$ cat src/rtl/instr_fetch_if.sv
// Signal bundle between the fetch stage, its instruction memory and decode.
// The master modport is the fetch stage; the slave modport is its environment.
interface instr_fetch_if;
  logic        stall;
  logic        redirect_valid;
  logic [31:0] redirect_pc;
  logic        imem_en;
  logic [31:0] imem_addr;
  logic [31:0] imem_rdata;
  logic [31:0] instruction;
  logic [31:0] pc;
  logic        valid;

  modport master (
    input  stall, redirect_valid, redirect_pc, imem_rdata,
    output imem_en, imem_addr, instruction, pc, valid
  );

  modport slave (
    output stall, redirect_valid, redirect_pc, imem_rdata,
    input  imem_en, imem_addr, instruction, pc, valid
  );
endinterface

$ cat src/rtl/instr_fetch.sv
// IF stage with IF/ID register: drives a 1-cycle-latency instruction memory and
// keeps one stalled response in a skid entry so no fetched word is ever lost.
module instr_fetch #(
  parameter logic [31:0] RESET_PC  = 32'h0000_0000,
  parameter logic [31:0] NOP_INSTR = 32'h0000_0013
) (
  input  logic          clk,
  input  logic          reset,
  instr_fetch_if.master bus
);

  typedef enum logic [1:0] {IDLE, RUN, HOLD} state_t;

  state_t      state_q, state_d;
  logic [31:0] pc_q;
  logic        rsp_valid_q;
  logic [31:0] rsp_pc_q;
  logic        skid_valid_q;
  logic [31:0] skid_instr_q;
  logic [31:0] skid_pc_q;
  logic        id_valid_q;
  logic [31:0] id_instr_q;
  logic [31:0] id_pc_q;

  logic        issue;
  logic        flush;
  logic        load_rsp;
  logic        load_skid;
  logic        capture_skid;
  logic [31:0] redirect_aligned;

  assign redirect_aligned = bus.redirect_pc & 32'hFFFF_FFFC;

  always_ff @(posedge clk) begin
    if (reset) begin
      state_q <= IDLE;
    end else begin
      state_q <= state_d;
    end
  end

  always_comb begin
    state_d = state_q;
    if (bus.redirect_valid) begin
      state_d = RUN;
    end else begin
      case (state_q)
        IDLE:    state_d = RUN;
        RUN:     if (bus.stall && rsp_valid_q) state_d = HOLD;
        HOLD:    if (!bus.stall) state_d = RUN;
        default: state_d = IDLE;
      endcase
    end
  end

  // A redirect overrides every other action, including a stall.
  always_comb begin
    issue        = (state_q != IDLE) && !bus.stall && !bus.redirect_valid;
    flush        = bus.redirect_valid;
    load_rsp     = 1'b0;
    load_skid    = 1'b0;
    capture_skid = 1'b0;
    if (!bus.redirect_valid) begin
      case (state_q)
        IDLE: load_rsp = !bus.stall;
        RUN: begin
          load_rsp     = !bus.stall;
          capture_skid = bus.stall && rsp_valid_q;
        end
        HOLD:    load_skid = !bus.stall && skid_valid_q;
        default: load_rsp = 1'b0;
      endcase
    end
  end

  always_ff @(posedge clk) begin
    if (reset) begin
      pc_q         <= RESET_PC;
      rsp_valid_q  <= 1'b0;
      rsp_pc_q     <= RESET_PC;
      skid_valid_q <= 1'b0;
      skid_instr_q <= NOP_INSTR;
      skid_pc_q    <= RESET_PC;
      id_valid_q   <= 1'b0;
      id_instr_q   <= NOP_INSTR;
      id_pc_q      <= RESET_PC;
    end else begin
      rsp_valid_q <= issue;
      if (issue) begin
        pc_q     <= pc_q + 32'd4;
        rsp_pc_q <= pc_q;
      end
      if (flush) begin
        pc_q         <= redirect_aligned;
        id_valid_q   <= 1'b0;
        id_instr_q   <= NOP_INSTR;
        skid_valid_q <= 1'b0;
      end
      if (load_rsp) begin
        id_valid_q <= rsp_valid_q;
        id_instr_q <= rsp_valid_q ? bus.imem_rdata : NOP_INSTR;
        id_pc_q    <= rsp_pc_q;
      end
      if (load_skid) begin
        id_valid_q   <= 1'b1;
        id_instr_q   <= skid_instr_q;
        id_pc_q      <= skid_pc_q;
        skid_valid_q <= 1'b0;
      end
      // The memory word is only on the bus for one cycle, so park it while decode is stalled.
      if (capture_skid) begin
        skid_instr_q <= bus.imem_rdata;
        skid_pc_q    <= rsp_pc_q;
        skid_valid_q <= 1'b1;
      end
    end
  end

  assign bus.imem_en     = issue;
  assign bus.imem_addr   = pc_q;
  assign bus.instruction = id_instr_q;
  assign bus.pc          = id_pc_q;
  assign bus.valid       = id_valid_q;

endmodule

$ cat src/flat_wrapper.sv
// flat-port wrapper written by rule: the top's interface ports become plain ports
module instr_fetch_flat 
#(
  parameter logic [31:0] RESET_PC  = 32'h0000_0000,
  parameter logic [31:0] NOP_INSTR = 32'h0000_0013
)
  (clk, reset, bus_stall, bus_redirect_valid, bus_redirect_pc, bus_imem_rdata, bus_imem_en, bus_imem_addr, bus_instruction, bus_pc, bus_valid);
  instr_fetch_if bus_i ();
  input  logic clk;
  input  logic reset;
  input wire logic [$bits(bus_i.stall)-1:0] bus_stall;
  input wire logic [$bits(bus_i.redirect_valid)-1:0] bus_redirect_valid;
  input wire logic [$bits(bus_i.redirect_pc)-1:0] bus_redirect_pc;
  input wire logic [$bits(bus_i.imem_rdata)-1:0] bus_imem_rdata;
  output wire logic [$bits(bus_i.imem_en)-1:0] bus_imem_en;
  output wire logic [$bits(bus_i.imem_addr)-1:0] bus_imem_addr;
  output wire logic [$bits(bus_i.instruction)-1:0] bus_instruction;
  output wire logic [$bits(bus_i.pc)-1:0] bus_pc;
  output wire logic [$bits(bus_i.valid)-1:0] bus_valid;
  assign bus_i.stall = bus_stall;
  assign bus_i.redirect_valid = bus_redirect_valid;
  assign bus_i.redirect_pc = bus_redirect_pc;
  assign bus_i.imem_rdata = bus_imem_rdata;
  assign bus_imem_en = bus_i.imem_en;
  assign bus_imem_addr = bus_i.imem_addr;
  assign bus_instruction = bus_i.instruction;
  assign bus_pc = bus_i.pc;
  assign bus_valid = bus_i.valid;
  instr_fetch #(.RESET_PC(RESET_PC), .NOP_INSTR(NOP_INSTR)) u_core (.clk(clk), .reset(reset), .bus(bus_i));
endmodule
$ cat config.mk
export PLATFORM = sky130hd
export DESIGN_NAME = instr_fetch_flat
export DESIGN_NICKNAME = d
export VERILOG_FILES = /design/src/rtl/instr_fetch_if.sv /design/src/rtl/instr_fetch.sv /design/src/flat_wrapper.sv
export SDC_FILE = /design/constraint.sdc
export NUM_CORES = 1
export LEC_CHECK = 0
export ABC_AREA = 1
export CAP_MARGIN = 0
export CORE_ASPECT_RATIO = 0.5
export CORE_MARGIN = 4
export CORE_UTILIZATION = 51
export DETAILED_ROUTE_END_ITERATION = 16
export PLACE_DENSITY_LB_ADDON = 0.05
export SYNTH_ARGS = -nofsm -noshare
export SYNTH_HDL_FRONTEND = slang
export SYNTH_SLANG_ARGS = --single-unit
$ cat constraint.sdc
create_clock -name clk -period 2.25 [get_ports clk]
set_clock_uncertainty 0.15 [all_clocks]
set_input_delay 0.45 -clock clk [delete_from_list [all_inputs] [get_ports clk]]
set_output_delay 0.45 -clock clk [all_outputs]
set_load 0.02 [all_outputs]
==> flow_summary_export.csv, run 1 <==
group,metric,value,unit
clock_tree,ctsHoldBuffers,0,
timing,final.min_clock_period,2.18,ns
setup_path,critPathKind,"reg2out",
final_layout,drive_above_1_share,0.0778,
global_route,grt_max_degree,87,
yosys,ys_seq_area_frac,0.475,
yosys,postSynthCellCount,1083,
final_layout,fin_nets,1304,
yosys,yosysWarnings,0,
power,power.total,0.00725,W
final_layout,syn2layout_area_growth,31.7,%
power,pwr-share-comb,0.097,
global_route,grt_use_total,0.251,
final_layout,n_fill_cell,1211,
yosys,synth_area_leader_cell,"dfxtp_1",
die,die_y,96.3,µm
final_layout,num_antenna_cells,0,
route,num_vias,7779,
timing,setup_slack,0.0676,ns
route,drc,0,
power,p_per_area,692,nW/µm²
die,rows,31,
setup_path,critPathMaxStageDelay,0.67,ns
yosys,syn-mean-instance-area,7.35,µm²
clock_tree,htreeDepth,4,
yosys,ys_seq_elements,189,
route,first_pass_iters,5,
route,viasPerCell,5.38,
setup_path,crit_path_max_fanout,7,
timing,finalSetupViolations,0,
die,dieArea,17800,µm²
global_route,grt_pass1_wl,36200,µm
placement,dp_hpwl,15000,µm
timing,hold_violations,0,
clock_tree,insertion_delay,0.43,ns
setup_path,startpoint_type,"flip-flop",
timing,slew_viol_final,0,
yosys,netlist.area_leader.share,0.475,
die,start_util,0.536,
setup_path,end_kind,"output port",
placement,post_dp_cell_area,9890,µm²
yosys,synthTopCellsByArea,"dfxtp_1 (48%), nand2_1 (11%), a21oi_1 (9.6%)",
yosys,yosys.cell_types.count,36,
route,ant_nets,0,
power,clkPwrFrac,0.420,
final_layout,mostFrequentLayoutCells,"nand2_1 (242), dfxtp_1 (188), clkdlybuf4s50_1 (157)",
route,wl,22100,µm
die,coreArea,14900,µm²
timing,grt_setup_unrepaired,"no",
setup_path,cp.required,1.65,ns
die,ios,166,
timing,max_freq,458,MHz
clock_tree,cts_tree,"built",
timing,finalSetupTns,0,ns
power,worst_ir_drop_vdd,623,µV
global_route,gr-total-overflow,0,
placement,pre_cts_slack,-0.207,ns
setup_path,cp.buffers_inverters,1,
final_layout,final_core_util,0.706,
route,drtIter0Drc,567,
die,fp.dieW,185,µm
clock_tree,numCtsBuffers,17,
final_layout,multiInputGateArea,3470,µm²
clock_tree,path_clk_slew,0.07,ns
setup_path,cp_top_family,"buffers and inverters",
timing,fin_crit_sh,0.970,
final_layout,seqCellArea,3780,µm²
global_route,antenna_found_initial,1,
power,p_switching,0.00179,W
setup_path,crit_slowest_cell,"clkdlybuf4s50_1",
clock_tree,cts_setup_buffers,0,
flow_run,maxCapViolCount,0,
placement,port_buffers,159,
min_path,min_path_type,"reg2reg",
setup_path,worstPathCellList,"clkdlybuf4s50_1",
final_layout,final_common_cell,"nand2_1",
route,wl_per_cell,15.3,µm
setup_path,worstPathArrival,1.58,ns
power,p_int,0.00546,W
power,power_switching_share,0.247,
global_route,grt_pass1_vias,7455,
final_layout,fin_area,10500,µm²
placement,place_congestion,0.896,
clock_tree,clockBufferDepth,2,
yosys,netlist_area,7960,µm²
power,power_leakage,3.83,nW
clock_tree,cts_sinks,189,
clock_tree,cts_root_buf,"clkbuf_16",
power,power_frac_seq,0.484,
status,status,"finished clean",
## registers in the layout, indices dropped and copies added (netlist names)
signal / flops
u_core.bus.pc: 30
u_core.skid_pc_q: 30
u_core.bus.instruction: 32
u_core.skid_valid_q: 1
u_core.skid_instr_q: 32
u_core.bus.imem_addr: 30
u_core.bus.valid: 1
u_core.rsp_pc_q: 30
u_core.rsp_valid_q: 1
u_core.state_q: 2
## metal layers
metal,global-route usage,routed length (µm),vias to the layer above,part of all wire
met4,0.0769,366,2,0.017
met1,0.319,9770,3635,0.44
met5,0,13,-,0.00059
li1,-,-,3870,-
met3,0.0664,1640,33,0.074
met2,0.424,10300,239,0.47
## worst paths after layout
check / depth (start not counted) / start / to / slack, ns
max: 1 / u_core.bus.imem_addr[21] / bus_imem_addr[21] / 0.07
min: 2 / u_core.skid_instr_q[26] / u_core.skid_instr_q[26] / 0.30
max reg2reg: 10 / u_core.bus.imem_addr[2] / u_core.bus.imem_addr[22] / 0.25
min reg2reg: 2 / u_core.skid_instr_q[26] / u_core.skid_instr_q[26] / 0.30
## per-stage QoR
stage | hold slack [ns] | std cells
finish | 0.303 | 1445
floorplan | 0.280 | 1086
detailed placement | 0.297 | 1414
global placement | 0.287 | 1414
global route | 0.328 | 1445
CTS | 0.307 | 1445
## synthesized netlist by cell type (all sizes together)
master / instances
o21ai: 100
or2: 2
nor2: 108
o22ai: 1
xor2: 1
or3: 1
buf: 47
inv: 93
nor3: 6
o21bai: 1
a211oi: 4
a31oi: 22
conb: 1
and2: 1
nand2: 244
nand3: 42
o211ai: 8
o221ai: 1
dfxtp: 189
a21oi: 152
ha: 1
a22oi: 33
clkbuf: 25
## final cells by class
class / count / share of cell area
Clock buffer: 20 / 0.0436
Clock inverter: 11 / 0.0127
Inverter: 93 / 0.0333
Multi-Input combinational cell: 732 / 0.331
Sequential cell: 189 / 0.361
Tap cell: 198 / 0.0236
Timing Repair Buffer: 202 / 0.195
## power by group through the flow
| stage | Combinational [W] | Clock, W | Sequential [W] |
|---|---|---|---|
| global placement | 0.000687 | 0 | 0.00358 |
| global route | 0.000767 | 0.00324 | 0.00352 |
| CTS | 0.000702 | 0.00308 | 0.00351 |
| finish | 0.000702 | 0.00304 | 0.00351 |
| detailed placement | 0.000700 | 0 | 0.00358 |
| floorplan | 0.000303 | 0 | 0.00362 |
## kinds of logic after synthesis
kind of cell	count (synthesis)	share of synthesized area
adders and majority gates	1	0.00157
other	1	0.000471
AOI/OAI and AO/OA	322	0.221
buffers and inverters	165	0.0915
xor gates and xnor gates	1	0.00110
and+or+nand+nor	404	0.209
DFF	189	0.475
## repair_timing
action | CTS | global route
endpoints found under the setup margin | 1 | 1
gates cloned | 0 | 0
gates resized for setup | 1 | 1
Note: power is estimated with default switching activity, not from simulation.
==> run 2, diff against run 1 <==
Clock period 2.25 ns to 2.2 ns, I/O delays scaled along.
==> flow_summary_export.csv, run 2 (same netlist as run 1, synthesis figures left out) <==
group,metric,value,unit
final_layout,drive_above_1_share,0.0831,
clock_tree,insertion_delay,0.44,ns
die,rows,31,
placement,pre_cts_slack,-0.236,ns
setup_path,cp_top_family,"buffers and inverters",
flow_run,maxCapViolCount,0,
global_route,antenna_found_initial,1,
final_layout,mostFrequentLayoutCells,"nand2_1 (242), dfxtp_1 (187), a21oi_1 (152)",
timing,final.min_clock_period,2.17,ns
timing,setup_slack,0.0296,ns
clock_tree,cts_tree,"built",
setup_path,crit_slowest_cell,"clkdlybuf4s50_1",
setup_path,worstPathArrival,1.58,ns
global_route,grt_use_total,0.250,
power,p_per_area,718,nW/µm²
final_layout,fin_area,10500,µm²
route,routed-wl-met2,10400,µm
die,coreArea,14900,µm²
power,power.total,0.00757,W
setup_path,cp.required,1.61,ns
min_path,min_path_type,"reg2reg",
route,num_vias,7773,
die,dieArea,17800,µm²
clock_tree,path_clk_slew,0.08,ns
placement,dp_hpwl,14800,µm
setup_path,startpoint_type,"flip-flop",
setup_path,end_kind,"output port",
setup_path,crit_path_max_fanout,6,
clock_tree,cts_root_buf,"clkbuf_16",
die,die_y,96.3,µm
final_layout,final_common_cell,"nand2_1",
route,ant_nets,0,
timing,hold_violations,0,
die,fp.dieW,185,µm
setup_path,critPathKind,"reg2out",
die,ios,166,
global_route,grt_pass1_vias,7477,
route,wl,22300,µm
power,power_leakage,3.97,nW
clock_tree,cts_sinks,189,
final_layout,fin_nets,1307,
clock_tree,htreeDepth,4,
power,worst_ir_drop_vdd,596,µV
placement,post_dp_cell_area,9900,µm²
timing,finalSetupTns,0,ns
route,first_pass_iters,6,
die,start_util,0.536,
route,wl_met1,9590,µm
setup_path,cp.buffers_inverters,1,
route,routed.top_layer,"met5",
timing,slew_viol_final,0,
timing,finalSetupViolations,0,
route,viasPerCell,5.36,
timing,hold_slack,0.309,ns
placement,place_congestion,0.894,
setup_path,worstPathCellList,"clkdlybuf4s50_1",
status,status,"finished clean",
timing,max_freq,461,MHz
clock_tree,clockBufferDepth,2,
setup_path,critPathMaxStageDelay,0.66,ns
global_route,grt_pass1_wl,35900,µm
global_route,grt_max_degree,87,
clock_tree,numCtsBuffers,17,
final_layout,n_fill_cell,1258,
route,drtIter0Drc,576,
final_layout,syn2layout_area_growth,32.5,%
route,wl_per_cell,15.4,µm
timing,fin_crit_sh,0.987,
clock_tree,ctsHoldBuffers,0,
placement,port_buffers,159,
final_layout,num_antenna_cells,0,
route,met3_wirelength,1910,µm
route,drc,0,
global_route,gr-total-overflow,0,
timing,grt_setup_unrepaired,"no",
## run 2: cell count changes in the layout (fill, tap and decap cells not counted), sizes merged
cell           before  now
clkinvlp            1    0
inv                98  100
clkdlybuf4s50     157  150
dlymetal6s2s        0    7
buf                44   47
dlygate4sd2         1    0
clkbuf             20   19
clkinv              3    5
## run 2: path summary, 6_finish.rpt
check / start / end / slack, ns / depth (start not counted)
max reg2reg: u_core.bus.imem_addr[12] / u_core.bus.imem_addr[23] / 0.24 / 8
max: u_core.bus.imem_addr[9] / bus_imem_addr[9] / 0.03 / 1
min reg2reg: u_core.skid_instr_q[19] / u_core.skid_instr_q[19] / 0.31 / 2
min: u_core.skid_instr_q[19] / u_core.skid_instr_q[19] / 0.31 / 2
## run 2: routing by layer
metal  track usage  up-vias
met5             0        -
met4        0.0708        2
met3        0.0585       29
met2         0.433      296
met1         0.317     3562
li1              -     3884
## run 2: area by class of cell
| class | count | area (µm²) | share of cell area |
|---|---|---|---|
| clock inverter | 14 | 198 | 0.0187 |
| inverter | 93 | 349 | 0.0331 |
| tap | 198 | 248 | 0.0235 |
| clock buffer | 18 | 429 | 0.0407 |
| timing repair buffer | 205 | 2070 | 0.196 |
| sequential | 189 | 3790 | 0.359 |
| multi-input combinational | 732 | 3470 | 0.329 |
## run 2: report_power, final
group          total (W)  switching [W]  internal (W)
logic           0.000716       0.000387      0.000329
registers        0.00359      0.0000854       0.00350
clock network    0.00327        0.00152       0.00175
total            0.00757        0.00199       0.00558
## run 2: what timing repair did
action | 4_1_cts | 5_1_grt
setup endpoints to repair | 2 | 12
setup buffers | 0 | 0
cloned | 0 | 0
resized for setup | 2 | 11
## run 2: through the flow
| step | util | instances |
|---|---|---|
| 2_1_floorplan | - | 1086 |
| 3_3_place_gp | 0.667 | 1417 |
| 3_5_place_dp | 0.667 | 1417 |
| 4_1_cts | 0.709 | 1449 |
| 5_1_grt | 0.710 | 1449 |
| 6_report | 0.710 | 1449 |
